## src/rtl/i2c_byte_responder_pkg.sv

```systemverilog
// Shared constants for the I2C byte responder: one-hot state indices,
// synchronizer depth default, byte/counter widths and SDA drive polarity.
package i2c_byte_responder_pkg;

  localparam int unsigned SYNC_STAGES_DEF = 2;
  localparam int unsigned DATA_W          = 8;
  localparam int unsigned CNT_W           = 3;
  localparam int unsigned N_STATES        = 8;

  localparam int unsigned S_IDLE      = 0;
  localparam int unsigned S_WAIT_LOW  = 1;
  localparam int unsigned S_DRIVE     = 2;
  localparam int unsigned S_WAIT_RISE = 3;
  localparam int unsigned S_WAIT_FALL = 4;
  localparam int unsigned S_ACK_RISE  = 5;
  localparam int unsigned S_ACK_FALL  = 6;
  localparam int unsigned S_FINISH    = 7;

  typedef logic [N_STATES-1:0] state_t;

  localparam state_t ST_IDLE      = state_t'(1 << S_IDLE);
  localparam state_t ST_WAIT_LOW  = state_t'(1 << S_WAIT_LOW);
  localparam state_t ST_DRIVE     = state_t'(1 << S_DRIVE);
  localparam state_t ST_WAIT_RISE = state_t'(1 << S_WAIT_RISE);
  localparam state_t ST_WAIT_FALL = state_t'(1 << S_WAIT_FALL);
  localparam state_t ST_ACK_RISE  = state_t'(1 << S_ACK_RISE);
  localparam state_t ST_ACK_FALL  = state_t'(1 << S_ACK_FALL);
  localparam state_t ST_FINISH    = state_t'(1 << S_FINISH);

  localparam logic [CNT_W-1:0] LAST_BIT = CNT_W'(DATA_W - 1);

  // Open-drain pad: enable pulls the line low, disable releases it
  localparam logic OE_PULL    = 1'b1;
  localparam logic OE_RELEASE = 1'b0;

endpackage

```

## src/rtl/i2c_byte_responder_sync_edge.sv

```systemverilog
// Multi-flop synchronizer for an asynchronous bus line, with registered
// single-cycle rise/fall pulses derived from the synchronized level.
module i2c_sync_edge #(
  parameter int unsigned STAGES = 2
) (
  input  logic CLK,
  input  logic RST_N,
  input  logic async_in,
  output logic level,
  output logic rise,
  output logic fall
);

  logic [STAGES-1:0] chain;
  logic              hist;

  assign level = chain[STAGES-1];

  // Pulses are registered, so a pin edge shows up STAGES+1 cycles later
  always_ff @(posedge CLK or negedge RST_N) begin
    if (!RST_N) begin
      chain <= '0;
      hist  <= 1'b0;
      rise  <= 1'b0;
      fall  <= 1'b0;
    end else begin
      chain <= {chain[STAGES-2:0], async_in};
      hist  <= chain[STAGES-1];
      rise  <= chain[STAGES-1] & ~hist;
      fall  <= ~chain[STAGES-1] & hist;
    end
  end

endmodule

```

## src/rtl/i2c_byte_responder.sv

```systemverilog
// Target-side I2C read responder: shifts one byte out MSB-first on an
// open-drain SDA, then samples the controller's ACK/NACK on the 9th clock.
module i2c_byte_responder
  import i2c_byte_responder_pkg::*;
#(
  parameter int unsigned SYNC_STAGES = SYNC_STAGES_DEF
) (
  input  logic              CLK,
  input  logic              RST_N,
  input  logic              LOAD,
  input  logic [DATA_W-1:0] DIN,
  input  logic              ABORT,
  input  logic              SCLK_IN,
  input  logic              SDA_IN,
  output logic              SDA_OE,
  output logic              BUSY,
  output logic              DONE,
  output logic              ACK,
  output logic              OVERRUN
);

  logic sclk_s;
  logic sclk_rise;
  logic sclk_fall;
  logic sda_s;
  logic sda_rise_unused;
  logic sda_fall_unused;
  logic unused_sda_edges;

  state_t            state;
  state_t            state_nxt;
  logic [DATA_W-1:0] shift;
  logic [DATA_W-1:0] shift_nxt;
  logic [CNT_W-1:0]  bit_cnt;
  logic [CNT_W-1:0]  bit_cnt_nxt;
  logic              sda_oe_nxt;
  logic              busy_nxt;
  logic              done_nxt;
  logic              ack_nxt;
  logic              overrun_nxt;
  logic              abort_hit;

  i2c_sync_edge #(.STAGES(SYNC_STAGES)) u_sclk_sync (
    .CLK      (CLK),
    .RST_N    (RST_N),
    .async_in (SCLK_IN),
    .level    (sclk_s),
    .rise     (sclk_rise),
    .fall     (sclk_fall)
  );

  i2c_sync_edge #(.STAGES(SYNC_STAGES)) u_sda_sync (
    .CLK      (CLK),
    .RST_N    (RST_N),
    .async_in (SDA_IN),
    .level    (sda_s),
    .rise     (sda_rise_unused),
    .fall     (sda_fall_unused)
  );

  // Only the SDA level is consumed; its edge pulses are left dangling
  assign unused_sda_edges = sda_rise_unused | sda_fall_unused;

  assign abort_hit = ABORT & ~state[S_IDLE];

  // State, datapath and output registers
  always_ff @(posedge CLK or negedge RST_N) begin
    if (!RST_N) begin
      state   <= ST_IDLE;
      shift   <= '0;
      bit_cnt <= '0;
      SDA_OE  <= OE_RELEASE;
      BUSY    <= 1'b0;
      DONE    <= 1'b0;
      ACK     <= 1'b0;
      OVERRUN <= 1'b0;
    end else begin
      state   <= state_nxt;
      shift   <= shift_nxt;
      bit_cnt <= bit_cnt_nxt;
      SDA_OE  <= sda_oe_nxt;
      BUSY    <= busy_nxt;
      DONE    <= done_nxt;
      ACK     <= ack_nxt;
      OVERRUN <= overrun_nxt;
    end
  end

  // Next-state logic; ABORT outranks every SCLK event outside IDLE
  always_comb begin
    state_nxt = state;
    if (abort_hit) begin
      state_nxt = ST_IDLE;
    end else begin
      case (1'b1)
        state[S_IDLE]: begin
          if (LOAD) state_nxt = sclk_s ? ST_WAIT_LOW : ST_DRIVE;
        end
        state[S_WAIT_LOW]: begin
          if (sclk_fall) state_nxt = ST_DRIVE;
        end
        state[S_DRIVE]: begin
          // A rise here is a protocol violation; data is already on the pad
          state_nxt = sclk_rise ? ST_WAIT_FALL : ST_WAIT_RISE;
        end
        state[S_WAIT_RISE]: begin
          if (sclk_rise) state_nxt = ST_WAIT_FALL;
        end
        state[S_WAIT_FALL]: begin
          if (sclk_fall) state_nxt = (bit_cnt == LAST_BIT) ? ST_ACK_RISE : ST_DRIVE;
        end
        state[S_ACK_RISE]: begin
          if (sclk_rise) state_nxt = ST_ACK_FALL;
        end
        state[S_ACK_FALL]: begin
          if (sclk_fall) state_nxt = ST_FINISH;
        end
        state[S_FINISH]: begin
          state_nxt = ST_IDLE;
        end
        default: begin
          state_nxt = ST_IDLE;
        end
      endcase
    end
  end

  // Next values for the datapath and registered outputs
  always_comb begin
    shift_nxt   = shift;
    bit_cnt_nxt = bit_cnt;
    sda_oe_nxt  = SDA_OE;
    busy_nxt    = BUSY;
    done_nxt    = 1'b0;
    ack_nxt     = ACK;
    overrun_nxt = LOAD & ~state[S_IDLE];

    if (abort_hit) begin
      sda_oe_nxt = OE_RELEASE;
      busy_nxt   = 1'b0;
    end else begin
      case (1'b1)
        state[S_IDLE]: begin
          busy_nxt   = 1'b0;
          sda_oe_nxt = OE_RELEASE;
          if (LOAD) begin
            shift_nxt   = DIN;
            bit_cnt_nxt = '0;
            busy_nxt    = 1'b1;
          end
        end
        state[S_DRIVE]: begin
          sda_oe_nxt = shift[DATA_W-1] ? OE_RELEASE : OE_PULL;
        end
        state[S_WAIT_FALL]: begin
          if (sclk_fall) begin
            if (bit_cnt == LAST_BIT) begin
              sda_oe_nxt = OE_RELEASE;
            end else begin
              shift_nxt   = {shift[DATA_W-2:0], 1'b0};
              bit_cnt_nxt = bit_cnt + CNT_W'(1);
            end
          end
        end
        state[S_ACK_RISE]: begin
          if (sclk_rise) ack_nxt = ~sda_s;
        end
        state[S_FINISH]: begin
          done_nxt = 1'b1;
        end
        default: begin
        end
      endcase
    end
  end

endmodule
```

## config.mk

```make
export PLATFORM = sky130hd
export DESIGN_NAME = i2c_byte_responder
export DESIGN_NICKNAME = d
export VERILOG_FILES = /design/src/rtl/i2c_byte_responder_pkg.sv /design/src/rtl/i2c_byte_responder_sync_edge.sv /design/src/rtl/i2c_byte_responder.sv
export SDC_FILE = /design/constraint.sdc
export NUM_CORES = 1
export LEC_CHECK = 0
export CORE_MARGIN = 1.5
export CORE_UTILIZATION = 45
export DETAILED_ROUTE_END_ITERATION = 7
export PLACE_DENSITY = 0.67
export SLEW_MARGIN = 15
export SYNTH_ARGS = -nofsm -noshare
export SYNTH_HDL_FRONTEND = slang
export SYNTH_HIERARCHICAL = 1
export SYNTH_SLANG_ARGS = --single-unit
```

## constraint.sdc

```tcl
create_clock -name CLK -period 2.95 [get_ports CLK]
set_clock_uncertainty 0.1 [all_clocks]
set_input_delay 0.59 -clock CLK [delete_from_list [all_inputs] [get_ports CLK]]
set_output_delay 0.59 -clock CLK [all_outputs]
set_load 0.05 [all_outputs]
```

* Word level (Yosys, flattened, before mapping)
Cells that the tools add are included.
Widths: inputs -> output; s select.
** Storage, ports and cells
- Register bits :: 31
- Latch bits :: 0
- RAM bits :: 0
- Bits in read-only memories :: 0
- Bits of input ports :: 14
- Word-level logic and storage cells :: 100
- Memories kept :: 0
** Cells by class
- Add/sub/neg operators :: 1
- Multiply operators :: 0
- Divide/modulo/power cells :: 0
- Order comparisons :: 0
- Eq/ne operators :: 10
- Shift operators :: 0
- Muxes and demuxes :: 45
- Bitwise operators :: 11
- Reduce and logical (&&, ||, !) cells :: 14
** Operators with widths (count)
- $mux 8 :: 20
- $mux 3 :: 7
- $reduce_and 6->1 :: 3
- $mux 1 :: 16
- $ne 7x5->1 const B :: 2
- $ne 6x4->1 const B :: 2
- $reduce_bool 4->1 :: 3
- $not 1->1 :: 7
- $mux 6 :: 1
- $ne 2x2->1 const B :: 3
- $reduce_and 3->1 :: 2
- $reduce_bool 2->1 :: 3
- $mux 5 :: 1
- $reduce_and 5->1 :: 1
- $and 1x1->1 :: 4
- $ne 4x2->1 const B :: 1
- $reduce_and 4->1 :: 1
- $add 3x1->3 const B :: 1
- $eq 3x3->1 const B :: 1
- $ne 3x2->1 const B :: 1
- $reduce_and 2->1 :: 1

* Longest topological paths before layout
Gate-level depths: netlist (run 1).
- Word-level depth :: 9
- Depth in mapped cells :: 6

* Hierarchy
Netlist (run 1), hierarchy kept.
** Modules (own cells, without submodules)
- i2c_byte_responder :: instances 1, cells an instance 123, area each 1221.2 um2, seq. area each 601.8 um2
- i2c_sync_edge :: instances 2, cells an instance 7, area each 140.1 um2, seq. area each 125.1 um2

* Worst setup path before layout (run 1)
Ideal clock, no wire load.
- Path type :: input to register
- From :: input ABORT
- To :: register bit_cnt[0]
- Data arrival time :: 1623 ps
- Data required time :: 2723 ps
- Setup slack :: 1100 ps
- Stages on the path :: 4
- Path buffers :: 1
- Cells stage by stage :: or3_4 o31ai_4 buf_6 mux2_1
** Between the ends
- Longest elaborated chain between the ends :: 3
** Ends and longest elaborated chain
- start, declared :: RTL line i2c_byte_responder.sv:12 : input logic ABORT,
- $and 1x1->1 :: RTL line i2c_byte_responder.sv:64 : assign abort_hit = ABORT & ~state[S_IDLE];
- $not 1->1 (no line)
- $reduce_and 6->1 (no line)
- end signal, assigned :: RTL line i2c_byte_responder.sv:80 : bit_cnt <= bit_cnt_nxt;
- end, declared :: RTL line i2c_byte_responder.sv:34 : logic [CNT_W-1:0] bit_cnt;
No other way between the ends.
A chain may end at the register's enable or synchronous reset.

* Final worst setup path (run 1)
- From :: register ACK
- To :: output ACK
** RTL lines
- start, declared :: RTL line i2c_byte_responder.sv:18 : output logic ACK,
- start signal, assigned :: RTL line i2c_byte_responder.sv:84 : ACK <= ack_nxt;
No word-level cell between the ends.

==> qor.csv, run 1 <==
metric,value,unit
status,"complete, no violations",
ir_drop,0.396,mV
clk_pin_slew,0.10,ns
crit_type,register to primary output,
gr-total-overflow,0,
cts_tree,yes,
cp-end-kind,primary output,
max_freq,457,MHz
dp.cells,190,
fin_cells,198,
worstPathMaxFanout,2,
final_max_slew_viol_count,0,
grt_max_degree,32,
die_h,59.0,µm
avgSynthCellArea,10.7,µm²
grt_pass1_vias,1023,
cts_setup_buffers,0,
firstDrtPassIters,4,
slew-limit-headroom,67.0,%
drive_above_1_share,9.09,%
vias,1058,
cp.required,2.26,ns
final_cell_mix,"30 x dfrtp_1, 18 x clkdlybuf4s50_1, 16 x nor2_1",
drc,0,
period_share,74.2,%
hpwl,1880,µm
crit_chain,clkdlybuf4s50_1,
crit_family,buffers and inverters,
synth_area,1410,µm²
nNetsFinal,170,
die_w,59.0,µm
track_usage,17.4,%
antenna_found_initial,0,
yosysWarnings,6,
synthCells,132,
rsz0062_at_grt,no,
hold_path_depth,0,
core,3030,µm²
period_needed,2.19,ns
post_cts_resized,0,
hold_class,register to register,
reg2reg_depth,4,
hold_viol_final,0,
routabilityCongestion,0.843,
htree_levels,2,
p_leak,0.749,nW
drt-vias-per-instance,5.34,
totalWireLength,2610,µm
area_growth,20.6,%
io_pins,19,
final-setup-viol-count,0,
grt_pass1_wl,4440,µm
numCtsBuffers,5,
num_antenna_cells,0,
arrival,1.50,ns
clk_latency,0.32,ns
first_iter_violations,46,
final_common_cell,dfrtp_1,
slowest_delay,0.81,ns
start_kind,register,
cts_max_path_buffers,2,
r2r_start,state[0],
worst_hold_path.endpoint,u_sclk_sync/chain[1],
hold_path_startpoint,u_sclk_sync/chain[0],
critPathSlowestCell,clkdlybuf4s50_1,
drv_cap,0,
std_cell_rows,20,
syn_nets,149,
detail-route-antenna-nets,0,
crit_buf_inv,1,
setup_tns,0,ns
r2r-end,state[6],
dieArea,3480,µm²
cts_root_buf,clkbuf_4,
worst_pin_slew,0.493,ns
r2r_slack,1.02,ns
power.density,649,nW/µm²
wl_per_cell,13.2,µm
hold_buffers,0,
start_util,46.6,%
numPortBuffers,18,
clock_sinks,31,
[stage by stage]
step                util (%)  setup WS (ns)  hold WS, ns  total power, W  cell area (µm²)
floorplan                  -           1.10        0.194        0.000750             1410
global placement        53.9          0.574        0.234        0.000822             1630
detailed placement      53.9          0.531        0.235        0.000836             1630
CTS                     56.2          0.735        0.257         0.00112             1700
global route            56.2          0.692        0.262         0.00118             1700
finish                  56.2          0.760        0.255         0.00110             1700
[per-layer routing]
metal  vias up  track usage (%)  share of wire (%)  wire length [µm]
li1        513                -                  -                 -
met1       500             20.2                 42              1100
met2        37             27.5                 50              1310
met3         8             7.64                5.7               150
met4         0             8.12                2.2                58
met5         -                0                  0                 0
[registers in the layout, indices dropped and copies added, names as in the netlist]
register,count
ACK,1
BUSY,1
DONE,1
OVERRUN,1
SDA_OE,1
bit_cnt,3
shift,8
state,8
u_sclk_sync/chain,2
u_sclk_sync/fall,1
u_sclk_sync/hist,1
u_sclk_sync/rise,1
u_sda_sync/chain,2
[worst max path at each step]
stage / from / end / slack [ns] / depth (start not counted)
finish: ACK / ACK / 0.76 / 1
CTS: ACK / ACK / 0.74 / 1
global placement: ABORT / shift[4] / 0.57 / 6
detailed placement: ABORT / shift[2] / 0.53 / 6
floorplan: ABORT / bit_cnt[0] / 1.10 / 4
global route: ACK / ACK / 0.69 / 1
[power breakdown]
group,switching (W),total (W),internal [W]
clock,0.000140,0.000280,0.000140
combinational,0.000128,0.000242,0.000115
sequential,0.0000772,0.000581,0.000504
total,0.000345,0.00110,0.000759
[layout make-up]
cell class | count | area [µm²]
clock buffers | 8 | 68.8
inverters | 6 | 22.5
repair buffers | 21 | 203
fillers | 275 | 1330
multi-input cells | 88 | 576
well taps | 44 | 55.1
flip-flops and latches | 31 | 777
(Power assumes the default switching activity.)
==> inputs of run 2 (changes only) <==
Clock period 2.95 ns to 2.15 ns, I/O delays scaled along.
==> qor.csv, run 2 (same netlist as run 1, synthesis figures left out) <==
metric,value,unit,change
grt_max_degree,32,,unchanged
grt_pass1_vias,1033,,+0.98%
start_kind,register,,
final_cell_mix,"30 x dfrtp_1, 18 x clkdlybuf4s50_1, 16 x nor2_1",,
nNetsFinal,174,,+2.4%
wl_per_cell,13.5,µm,+2.2%
firstDrtPassIters,4,,unchanged
post_cts_resized,0,,unchanged
top_regs,"shift: 8 flops, state: 8 flops, bit_cnt: 3 flops",,
cts_max_path_buffers,2,,unchanged
worstPathMaxFanout,2,,unchanged
fin_ws,0.0997,ns,-0.660 ns
multi_input_area,576,µm²,unchanged
routabilityCongestion,0.898,,+6.5%
io_pins,19,,unchanged
crit_type,register to primary output,,
gr-total-overflow,0,,unchanged
max_freq,488,MHz,
hpwl,1900,µm,+1.2%
power.density,856,nW/µm²,+32%
rsz0062_at_grt,no,,
placed_area,1660,µm²,+1.8%
start_util,46.6,%,unchanged
cp-end-kind,primary output,,
hold_class,register to register,,
drive_above_1_share,10.1,%,+1.0 points
hold_buffers,0,,unchanged
clock_sinks,31,,unchanged
p_leak,0.757,nW,+0.97%
fill_cells,277,,+0.73%
area_growth,21.3,%,
clk_latency,0.32,ns,about the same
setup_tns,0,ns,unchanged
status,"complete, no violations",,
cts_setup_buffers,0,,unchanged
critPathSlowestCell,clkdlybuf4s50_1,,
regArea,777,µm²,unchanged
numPortBuffers,18,,unchanged
final_max_slew_viol_count,0,,unchanged
drt-vias-per-instance,5.28,,-1.2%
cts_root_buf,clkbuf_4,,
final_cell_area,1710,µm²,+0.59%
detail-route-antenna-nets,0,,unchanged
drc,0,,unchanged
fin_hold_ws,0.235,ns,-0.0208 ns
totalWireLength,2720,µm,+4.2%
dieArea,3480,µm²,unchanged
cts_tree,yes,,
clk_pin_slew,0.10,ns,about the same
antenna_found_initial,0,,unchanged
period_needed,2.05,ns,
num_antenna_cells,0,,unchanged
die_h,59.0,µm,unchanged
track_usage,18.0,%,+0.67 points
cp.required,1.62,ns,-0.64 ns
htree_levels,2,,unchanged
crit_chain,clkdlybuf4s50_1,,
preCtsSetupSlack,0.0611,ns,-0.470 ns
numCtsBuffers,5,,unchanged
crit_buf_inv,1,,unchanged
cp.depth,1,,unchanged
period_share,95.4,%,
hold_path_depth,0,,unchanged
worst_pin_slew,0.495,ns,+0.00162 ns
grt_pass1_wl,4610,µm,+3.9%
dp.cells,194,,+2.1%
ir_drop,0.472,mV,+19%
final-setup-viol-count,0,,unchanged
hold_viol_final,0,,unchanged
drv_cap,0,,unchanged
vias,1066,,+0.76%
slew-limit-headroom,66.9,%,-0.11 points
std_cell_rows,20,,unchanged
fin_cells,202,,+2.0%
reg2reg_depth,5,,+1
final_common_cell,dfrtp_1,,
slowest_delay,0.81,ns,about the same
arrival,1.52,ns,+0.02 ns
die_w,59.0,µm,unchanged
first_iter_violations,105,,+130%
core,3030,µm²,unchanged
crit_family,buffers and inverters,,
[run 2: cell count changes in the layout (fill, tap and decap cells not counted), sizes merged]
cell  delta
buf      +4
[run 2: routing by layer]
metal	up-vias	share of wire (%)	GRT usage [%]
li1	517	-	-
met2	44	48	27.0
met3	8	6.0	6.55
met5	-	0	0
met1	497	43	22.0
met4	0	2.9	11.4
[run 2: worst paths after layout]
path / slack, ns / to / start
max in group asynchronous: 1.26 / state[0] / RST_N
min in group asynchronous: 0.38 / DONE / RST_N
setup reg to reg: 0.29 / shift[2] / state[0]
setup / recovery: 0.1 / ACK / ACK
hold / removal: 0.23 / u_sda_sync/chain[1] / u_sda_sync/chain[0]
hold reg to reg: 0.23 / u_sda_sync/chain[1] / u_sda_sync/chain[0]
[run 2: cell type report]
cell class / instances / share of cell area [%]
multi-input cells: 88 / 33.6
inverters: 6 / 1.32
repair buffers: 25 / 13.6
flip-flops and latches: 31 / 45.4
clock buffers: 8 / 2.85
well taps: 44 / 3.22
[run 2: report_power, final]
part / internal [W] / switching, W
registers: 0.000692 / 0.000105
clock network: 0.000130 / 0.000193
logic: 0.000167 / 0.000178
total: 0.000989 / 0.000477
[run 2: metrics by stage]
| stage | util [%] | power, W |
|---|---|---|
| floorplan | - | 0.00103 |
| global placement | 54.9 | 0.00114 |
| detailed placement | 54.9 | 0.00115 |
| CTS | 56.5 | 0.00148 |
| global route | 56.5 | 0.00156 |
| finish | 56.5 | 0.00147 |
==> inputs of run 3 (changes only) <==
Settings changed: SETUP_SLACK_MARGIN from default to 0.05.
==> qor.csv, run 3 (same netlist as run 1, synthesis figures left out) <==
metric,value,unit,change
met1Wirelength,1160,µm,-1.4%
grt_pass1_wl,4610,µm,unchanged
grt_max_degree,32,,unchanged
drive_above_1_share,10.1,%,unchanged
arrival,1.50,ns,-0.02 ns
totalWireLength,2680,µm,-1.4%
fin_ws,0.122,ns,+0.0227 ns
htree_levels,2,,unchanged
hpwl,1900,µm,unchanged
setup_tns,0,ns,unchanged
fin_util,56.6,%,+0.083 points
numPortBuffers,18,,unchanged
start_util,46.6,%,unchanged
cp.depth,1,,unchanged
cts_tree,yes,,
reg2reg_depth,5,,unchanged
crit_type,register to primary output,,
vias,1062,,-0.38%
total_power,0.00146,W,-0.31%
critPathSlowestCell,clkdlybuf4s50_1,,
final_cell_mix,"30 x dfrtp_1, 17 x clkdlybuf4s50_1, 16 x nor2_1",,
final_max_slew_viol_count,0,,unchanged
dr_wl_met3,146,µm,-9.9%
period_needed,2.03,ns,-0.0227 ns
drt-vias-per-instance,5.26,,-0.38%
cts_max_path_buffers,2,,unchanged
highest-signal-layer,met4,,
hold_class,register to register,,
wl_per_cell,13.3,µm,-1.4%
p_leak,0.766,nW,+1.2%
detail-route-antenna-nets,0,,unchanged
antenna_found_initial,0,,unchanged
die_h,59.0,µm,unchanged
final_common_cell,dfrtp_1,,
crit_buf_inv,1,,unchanged
io_pins,19,,unchanged
max_freq,493,MHz,+1.1%
final-setup-viol-count,0,,unchanged
hold_path_depth,0,,unchanged
clock_sinks,31,,unchanged
firstDrtPassIters,4,,unchanged
route.met2.wl,1290,µm,-1.3%
worst_pin_slew,0.495,ns,unchanged
drc,0,,unchanged
grt_pass1_vias,1033,,unchanged
top_regs,"shift: 8 flops, state: 8 flops, bit_cnt: 3 flops",,
crit_family,buffers and inverters,,
routabilityCongestion,0.898,,unchanged
core,3030,µm²,unchanged
std_cell_rows,20,,unchanged
numCtsBuffers,5,,unchanged
dieArea,3480,µm²,unchanged
worstPathMaxFanout,2,,unchanged
crit_chain,clkdlybuf4s50_1,,
cts_setup_buffers,0,,unchanged
num_antenna_cells,0,,unchanged
cp.required,1.62,ns,about the same
clk_latency,0.32,ns,about the same
hold_buffers,0,,unchanged
slowest_delay,0.81,ns,about the same
gr-total-overflow,0,,unchanged
preCtsSetupSlack,0.0611,ns,unchanged
cp-end-kind,primary output,,
hold_viol_final,0,,unchanged
period_share,94.3,%,-1.1 points
status,"complete, no violations",,
first_iter_violations,102,,-2.9%
clk_pin_slew,0.10,ns,about the same
power.density,852,nW/µm²,-0.45%
area_growth,21.5,%,
drv_cap,0,,unchanged
start_kind,register,,
slew-limit-headroom,66.9,%,unchanged
die_w,59.0,µm,unchanged
nNetsFinal,174,,unchanged
post_cts_resized,0,,unchanged
fill_cells,277,,unchanged
track_usage,18.0,%,unchanged
fin_hold_ws,0.237,ns,+0.00256 ns
ir_drop,0.471,mV,-0.13%
cts_root_buf,clkbuf_4,,
rsz0062_at_grt,no,,
==> run 3: metal layers <==
metal  vias up  GRT usage [%]
li1        518              -
met1       495           22.0
met2        39           27.0
met4         0           11.4
met5         -              0
met3        10           6.55
==> run 3: power breakdown <==
part,switching [W],leakage [nW],internal [W]
clock network,0.000191,0.0265,0.000130
registers,0.000105,0.382,0.000692
logic,0.000177,0.357,0.000167
total,0.000472,0.766,0.000989
==> run 3: worst paths after layout <==
| check | end | slack [ns] | start |
|---|---|---|---|
| max in group asynchronous | state[0] | 1.26 | RST_N |
| setup / recovery | SDA_OE | 0.12 | SDA_OE |
| setup reg to reg | shift[2] | 0.30 | state[0] |
| hold reg to reg | u_sda_sync/chain[1] | 0.24 | u_sda_sync/chain[0] |
| min in group asynchronous | DONE | 0.38 | RST_N |
| hold / removal | u_sda_sync/chain[1] | 0.24 | u_sda_sync/chain[0] |
==> run 3: area by class of cell <==
class / instances / area [µm²] / share of cell area (%)
clock buffer: 8 / 48.8 / 2.85
inverter: 6 / 22.5 / 1.31
multi-input combinational: 88 / 576 / 33.6
sequential: 31 / 777 / 45.3
tap: 44 / 55.1 / 3.21
timing repair buffer: 25 / 235 / 13.7
==> run 3: per-stage QoR <==
step,instances,area [µm²]
final,202,1710
after floorplan,132,1410
after CTS,202,1710
after global routing,202,1710
after detailed placement,194,1660
after global placement,194,1660
